**src/rtl/calc_pkg.sv**
```systemverilog
// Shared definitions for the calculator front-end and its arithmetic unit wrappers:
// opcodes, error codes and the sequencer state encoding.
package calc_pkg;

    localparam logic [1:0] OP_ADD = 2'b00;
    localparam logic [1:0] OP_SUB = 2'b01;
    localparam logic [1:0] OP_MUL = 2'b10;
    localparam logic [1:0] OP_DIV = 2'b11;

    localparam logic [1:0] ERR_NONE = 2'b00;
    localparam logic [1:0] ERR_DIV0 = 2'b01;
    localparam logic [1:0] ERR_TMO  = 2'b10;

    typedef enum logic [1:0] {
        ST_IDLE     = 2'b00,
        ST_DISPATCH = 2'b01,
        ST_WAIT     = 2'b10,
        ST_RESP     = 2'b11
    } state_t;

endpackage

```
**src/rtl/calc_timeout_ctr.sv**
```systemverilog
// Cycle counter that flags when a blocked dispatch/wait has lasted MAX cycles.
// Only instantiated when CALC_TIMEOUT_EN is defined.
module calc_timeout_ctr #(
    parameter int MAX = 255
) (
    input  logic clk,
    input  logic rst,
    input  logic clear,
    input  logic enable,
    output logic expired
);

    localparam int CW = ($clog2(MAX + 1) > 8) ? $clog2(MAX + 1) : 8;

    logic [CW-1:0] count_q;
    logic [CW-1:0] count_d;

    assign expired = (count_q == CW'(MAX));

    // Saturates at MAX so expired stays asserted until the owner clears it.
    always_comb begin
        count_d = count_q;
        if (clear) begin
            count_d = '0;
        end else if (enable && !expired) begin
            count_d = count_q + CW'(1);
        end
    end

    always_ff @(posedge clk) begin
        if (rst) begin
            count_q <= '0;
        end else begin
            count_q <= count_d;
        end
    end

endmodule

```
**src/rtl/calc_op_sequencer.sv**
```systemverilog
// Calculator front-end: runs ADD/SUB locally, dispatches MUL/DIV to the shared units.
// Define CALC_TIMEOUT_EN to abort dispatch/wait after TMO_CYCLES with ERR_TMO.
module calc_op_sequencer
    import calc_pkg::*;
#(
    parameter int W          = 8,
    parameter int TMO_CYCLES = 255
) (
    input  logic           CLK,
    input  logic           RST,
    input  logic           REQ,
    input  logic [1:0]     OP,
    input  logic [W-1:0]   A,
    input  logic [W-1:0]   B,
    output logic           BUSY,
    output logic           VALID,
    output logic [2*W-1:0] RESULT,
    output logic [1:0]     ERR,
    output logic [W-1:0]   OPA,
    output logic [W-1:0]   OPB,
    output logic           MUL_START,
    input  logic           MUL_DONE,
    input  logic [2*W-1:0] MUL_P,
    output logic           DIV_START,
    input  logic           DIV_DONE,
    input  logic [W-1:0]   DIV_Q,
    input  logic [W-1:0]   DIV_R
);

    if (TMO_CYCLES < 1) begin : g_bad_tmo
        $error("TMO_CYCLES must be positive");
    end

    state_t           state_q, state_d;
    logic [1:0]       op_q, op_d;
    logic [W-1:0]     opa_q, opa_d;
    logic [W-1:0]     opb_q, opb_d;
    logic [2*W-1:0]   result_q, result_d;
    logic [1:0]       err_q, err_d;
    logic             mul_done_q, div_done_q;

    logic             sel_done;
    logic             sel_rise;
    logic             tmo_expired;
    logic [W-1:0]     diff;
    logic [2*W-1:0]   sum_ext;
    logic [2*W-1:0]   diff_ext;

    assign diff     = A - B;
    assign sum_ext  = {{W{1'b0}}, A} + {{W{1'b0}}, B};
    assign diff_ext = {{W{diff[W-1]}}, diff};

    // A DONE level left over from an earlier job must not end WAIT; only a fresh rise does.
    assign sel_done = (op_q == OP_DIV) ? DIV_DONE : MUL_DONE;
    assign sel_rise = sel_done & ~((op_q == OP_DIV) ? div_done_q : mul_done_q);

`ifdef CALC_TIMEOUT_EN
    logic tmo_clear;
    logic tmo_enable;

    assign tmo_clear  = (state_q == ST_IDLE) || (state_q == ST_RESP) ||
                        ((state_q == ST_DISPATCH) && !sel_done);
    assign tmo_enable = (state_q == ST_DISPATCH) || (state_q == ST_WAIT);

    calc_timeout_ctr #(
        .MAX(TMO_CYCLES)
    ) u_timeout_ctr (
        .clk     (CLK),
        .rst     (RST),
        .clear   (tmo_clear),
        .enable  (tmo_enable),
        .expired (tmo_expired)
    );
`else
    assign tmo_expired = 1'b0;
`endif

    always_comb begin
        state_d   = state_q;
        op_d      = op_q;
        opa_d     = opa_q;
        opb_d     = opb_q;
        result_d  = result_q;
        err_d     = err_q;
        MUL_START = 1'b0;
        DIV_START = 1'b0;
        case (state_q)
            ST_IDLE: begin
                if (REQ) begin
                    op_d  = OP;
                    opa_d = A;
                    opb_d = B;
                    case (OP)
                        OP_ADD: begin
                            result_d = sum_ext;
                            err_d    = ERR_NONE;
                            state_d  = ST_RESP;
                        end
                        OP_SUB: begin
                            result_d = diff_ext;
                            err_d    = ERR_NONE;
                            state_d  = ST_RESP;
                        end
                        OP_MUL: state_d = ST_DISPATCH;
                        default: begin
                            if (B == '0) begin
                                result_d = '0;
                                err_d    = ERR_DIV0;
                                state_d  = ST_RESP;
                            end else begin
                                state_d = ST_DISPATCH;
                            end
                        end
                    endcase
                end
            end
            ST_DISPATCH: begin
                if (sel_done) begin
                    if (tmo_expired) begin
                        result_d = '0;
                        err_d    = ERR_TMO;
                        state_d  = ST_RESP;
                    end
                end else begin
                    if (op_q == OP_DIV) begin
                        DIV_START = 1'b1;
                    end else begin
                        MUL_START = 1'b1;
                    end
                    state_d = ST_WAIT;
                end
            end
            ST_WAIT: begin
                if (sel_rise) begin
                    result_d = (op_q == OP_DIV) ? {DIV_R, DIV_Q} : MUL_P;
                    err_d    = ERR_NONE;
                    state_d  = ST_RESP;
                end else if (tmo_expired) begin
                    result_d = '0;
                    err_d    = ERR_TMO;
                    state_d  = ST_RESP;
                end
            end
            ST_RESP: state_d = ST_IDLE;
            default: state_d = ST_IDLE;
        endcase
    end

    always_ff @(posedge CLK) begin
        if (RST) begin
            state_q    <= ST_IDLE;
            op_q       <= OP_ADD;
            opa_q      <= '0;
            opb_q      <= '0;
            result_q   <= '0;
            err_q      <= ERR_NONE;
            mul_done_q <= 1'b0;
            div_done_q <= 1'b0;
        end else begin
            state_q    <= state_d;
            op_q       <= op_d;
            opa_q      <= opa_d;
            opb_q      <= opb_d;
            result_q   <= result_d;
            err_q      <= err_d;
            mul_done_q <= MUL_DONE;
            div_done_q <= DIV_DONE;
        end
    end

    assign BUSY   = (state_q != ST_IDLE);
    assign VALID  = (state_q == ST_RESP);
    assign RESULT = result_q;
    assign ERR    = err_q;
    assign OPA    = opa_q;
    assign OPB    = opb_q;

endmodule

```
**config.mk**
```make
export PLATFORM = sky130hd
export DESIGN_NAME = calc_op_sequencer
export DESIGN_NICKNAME = d
export VERILOG_FILES = /design/src/rtl/calc_pkg.sv /design/src/rtl/calc_timeout_ctr.sv /design/src/rtl/calc_op_sequencer.sv
export SDC_FILE = /design/constraint.sdc
export NUM_CORES = 1
export LEC_CHECK = 0
export BUFFER_PORTS_ARGS = -buffer_cell sky130_fd_sc_hd__buf_2
export CAP_MARGIN = 10
export CORE_MARGIN = 8
export CORE_UTILIZATION = 30
export DETAILED_ROUTE_END_ITERATION = 16
export GPL_TIMING_DRIVEN = 1
export PLACE_DENSITY_LB_ADDON = 0.05
export SLEW_MARGIN = 20
export SYNTH_ARGS = -nofsm -noshare
export SYNTH_HDL_FRONTEND = slang
export SYNTH_HIERARCHICAL = 1
export SYNTH_SLANG_ARGS = --single-unit
export TNS_END_PERCENT = 100
```
**constraint.sdc**
```tcl
create_clock -name CLK -period 1.8 [get_ports CLK]
set_clock_uncertainty 0.2 [all_clocks]
set_input_delay 0.09 -clock CLK [delete_from_list [all_inputs] [get_ports CLK]]
set_output_delay 0.09 -clock CLK [all_outputs]
set_load 0.03 [all_outputs]
```
==> metrics.cfg <==
[outcome]
outcome = complete, but fails checks
failed_checks = negative setup slack

[layout]
post_route_cells_drive_above_1_share = 0.519
num_antenna_cells = 0
final-instance-count-excl-fill = 572
layout-area-overhead-vs-synth_pct = 58.5
finalInstanceArea_sq_mm = 0.00411
nNetsFinal = 541

[timing]
fin_worst_hold_slack_ns = 0.00883
finalSetupTns_ns = -0.0124
fin_ws_ns = -0.00989
number_of_setup_violations_in_the_final_report = 3
timing.fmax_ghz = 0.553
min_period_over_period = 1.01
hold_viol_final = 0
post-route-min-period_ns = 1.81
rsz_0062_raised_after_global_routing = true
final_max_slew_viol_count = 0

[global_routing]
grt_usage = 0.138
maximum_number_of_pins_on_one_net_before_global_route_repair = 40
grt_pass1_wl_mm = 13.3
grt_pass1_vias = 2803
antenna_found_initial = 0
grt.overflow.total = 0

[yosys]
commonest_register_cell_after_synthesis = dfxtp_1
post_syn_area_per_cell_sq_um = 8.50
syn-cell-area_sq_mm = 0.00259
synth_simple_gate_area_frac = 0.199
synth-seq-cells = 39
yosysWarnings = 6
synth_cell_type_count = 50
postSynth.asyncResetShare = 0
synthAdderAreaFrac = 0.112
synth_sequential_area_ratio = 0.301
syn-num-nets = 382
synth.mux.area_fraction = 0.0849
syn-instance-count = 305
synth-compound-area-share = 0.210
synth_enable_flop_cells = 0
synth_xor_area_frac = 0.0203
synth_top_family_by_area = compound AO/OA/AOI/OAI gates

[floorplan]
initial_utilization = 0.303
core_area_sq_mm = 0.00855
io_pins = 93
die_y_um = 109
core.rowCount = 34
dieArea_sq_mm = 0.0119
die_outline_width_um = 109

[drt]
detail_route.first_pass.iterations = 4
drt_wl_total_mm = 8.21
detail_route.drc_violations = 0
first_drt_iteration_drcs = 96
routed_wire_length_per_instance_um = 14.4
detail_route.vias_per_cell = 4.67
vias = 2672
postRouteAntennaNets = 0

[place]
hpwlAfterDp_mm = 6.35
port-buffer-count = 91
gp_congestion = 0.852
placedInstanceArea_sq_mm = 0.00361
placed_cells = 542

[worst_setup_path]
timing.critical_path.max_delay_family = compound AO/OA/AOI/OAI gates
max_stage_delay_ns = 0.32
crit_top_cell = buf_12
r2r_slack_ns = -0.01
worstRegToRegCells = 8
crit_path_launch_type = flop
worstSetupEndpoint = RESULT[2]
worstPathArrival_ns = 1.83
critical_path.endpoint_type = flop
path_cells = and2_4, o311a_4, nor3_4, buf_6, buf_12, buf_12, nor2_2, a211oi_2
regToRegEndpoint = RESULT[2]
critPathSlowestCell = dfxtp_2
ff_to_ff_start = op_q[0]
cp.depth = 8
worst-path-max-fanout = 5
timing_worst_setup_path_type = flop to flop
critical_path_source = op_q[0]
cp_data_required_time_ns = 1.82
crit_buf_inv = 3

[clocking]
cts_tree = yes
cts_inserted_buffers = 5
clkTransAtPathRegs_ns = 0.08
clock_latency_ns = 0.29
clockBufferDepth = 2
htreeDepth = 2
clk_root_buffer_cell = clkbuf_8
total_number_of_clock_tree_sinks = 39

[power]
power_leakage_nw = 1.85
power.ir.vdd_worst_uv = 403
finalPower_mw = 4.66
pwr_density_cell_mw_per_mm2 = 1130

[flow_run]
max_cap_viols = 0

[min_path]
hp-class = input pin to flop

## placed cells by master (no fill, tap or decap), types with 3 or more instances in the layout
cell | synthesis | layout
a211oi_1 | 3 | 3
a211oi_2 | 13 | 13
a21oi_1 | 29 | 29
a22oi_1 | 7 | 6
and3_1 | 4 | 3
buf_12 | 0 | 4
buf_2 | 4 | 90
buf_4 | 1 | 54
buf_6 | 5 | 7
clkbuf_8 | 0 | 6
dfxtp_1 | 39 | 36
dlygate4sd3_1 | 0 | 16
ha_1 | 20 | 13
ha_4 | 0 | 7
inv_1 | 16 | 10
inv_2 | 0 | 6
mux2_2 | 16 | 16
mux2i_1 | 4 | 4
nand2_1 | 50 | 50
nand3_1 | 4 | 4
nor2_1 | 19 | 10
nor2_2 | 3 | 10
nor2b_1 | 6 | 6
nor3_1 | 7 | 4
nor3_2 | 0 | 3
xnor2_1 | 5 | 5
## registers in the layout, indices dropped and copies added, names as in the netlist
| name | count |
|---|---|
| OPB | 8 |
| OPA | 8 |
| state_q | 2 |
| RESULT | 16 |
| op_q | 2 |
| div_done_q | 1 |
| ERR | 1 |
| mul_done_q | 1 |
## cells in the mapped netlist (3+ instances only)
library cell / n / area (sq um)
inv_1: 16 / 60.1
nor2_2: 3 / 18.8
xnor2_1: 5 / 43.8
dfxtp_1: 39 / 781
mux2_2: 16 / 180
a21oi_1: 29 / 145
a22oi_1: 7 / 52.6
nand2_1: 50 / 188
a211oi_1: 3 / 22.5
nor3_1: 7 / 35.0
mux2i_1: 4 / 40.0
buf_2: 4 / 20.0
a211oi_2: 13 / 163
nor2_1: 19 / 71.3
buf_6: 5 / 56.3
o21ai_0: 4 / 20.0
and3_1: 4 / 25.0
nor2b_1: 6 / 37.5
nand3_1: 4 / 20.0
clkbuf_1: 9 / 33.8
ha_1: 20 / 250
## layout make-up
cell class / instances / area [sq um]
clock buffers: 6 / 82.6
clock inverters: 1 / 5.00
well taps: 108 / 135
fillers: 867 / 4440
flip-flops and latches: 39 / 787
inverters: 16 / 60.1
repair buffers: 173 / 1220
multi-input cells: 229 / 1820
## worst min-delay path, delay by kind of cell
kind | cells | cell delay (ns)
AOI/OAI and AO/OA | 1 | 0.05
buffers and inverters | 2 | 0.26
and+or+nand+nor | 1 | 0.06
## what timing repair did
| action | in CTS | in global routing |
|---|---|---|
| buffers inserted | 1 | 3 |
| hold buffers | 16 | 0 |
| gates cloned | 0 | 3 |
| setup endpoints to repair | 34 | 19 |
| hold endpoints to repair | 16 | 0 |
| resized for setup | 13 | 26 |
| pin swaps | 2 | 19 |
## metal layers
metal,track usage,vias up,part of all wire
li1,-,1379,-
met1,0.167,1231,0.45
met2,0.237,57,0.48
met3,0.0343,5,0.062
met4,0.0323,0,0.0085
met5,0,-,0
## stage by stage
step	util	setup WS, ns
3_3_place_gp	0.422	-0.344
5_1_grt	0.481	-0.0985
3_5_place_dp	0.422	-0.333
6_report	0.481	-0.00989
4_1_cts	0.460	-0.0189
2_1_floorplan	-	-0.144
## worst min path at each step
stage,end,depth (start not counted),startpoint
after global placement,mul_done_q,3,MUL_DONE
after global routing,OPB[0],4,B[0]
after floorplan,div_done_q,1,DIV_DONE
after detailed placement,OPA[7],3,A[7]
after CTS,OPA[6],4,A[6]
final,OPA[1],4,A[1]
## power breakdown
| group | switching [mW] | total, mW | internal, mW |
|---|---|---|---|
| clock network | 0.315 | 0.616 | 0.301 |
| logic | 1.51 | 2.85 | 1.34 |
| registers | 0.116 | 1.19 | 1.08 |
| total | 1.94 | 4.66 | 2.72 |
## cells by family after synthesis
family / count (synthesis)
mux: 20
xor+xnor: 6
buf+inv: 37
compound gates: 71
flops: 39
simple gates: 109
other cells: 1
fa+ha+maj: 22
(Power assumes the default switching activity.)
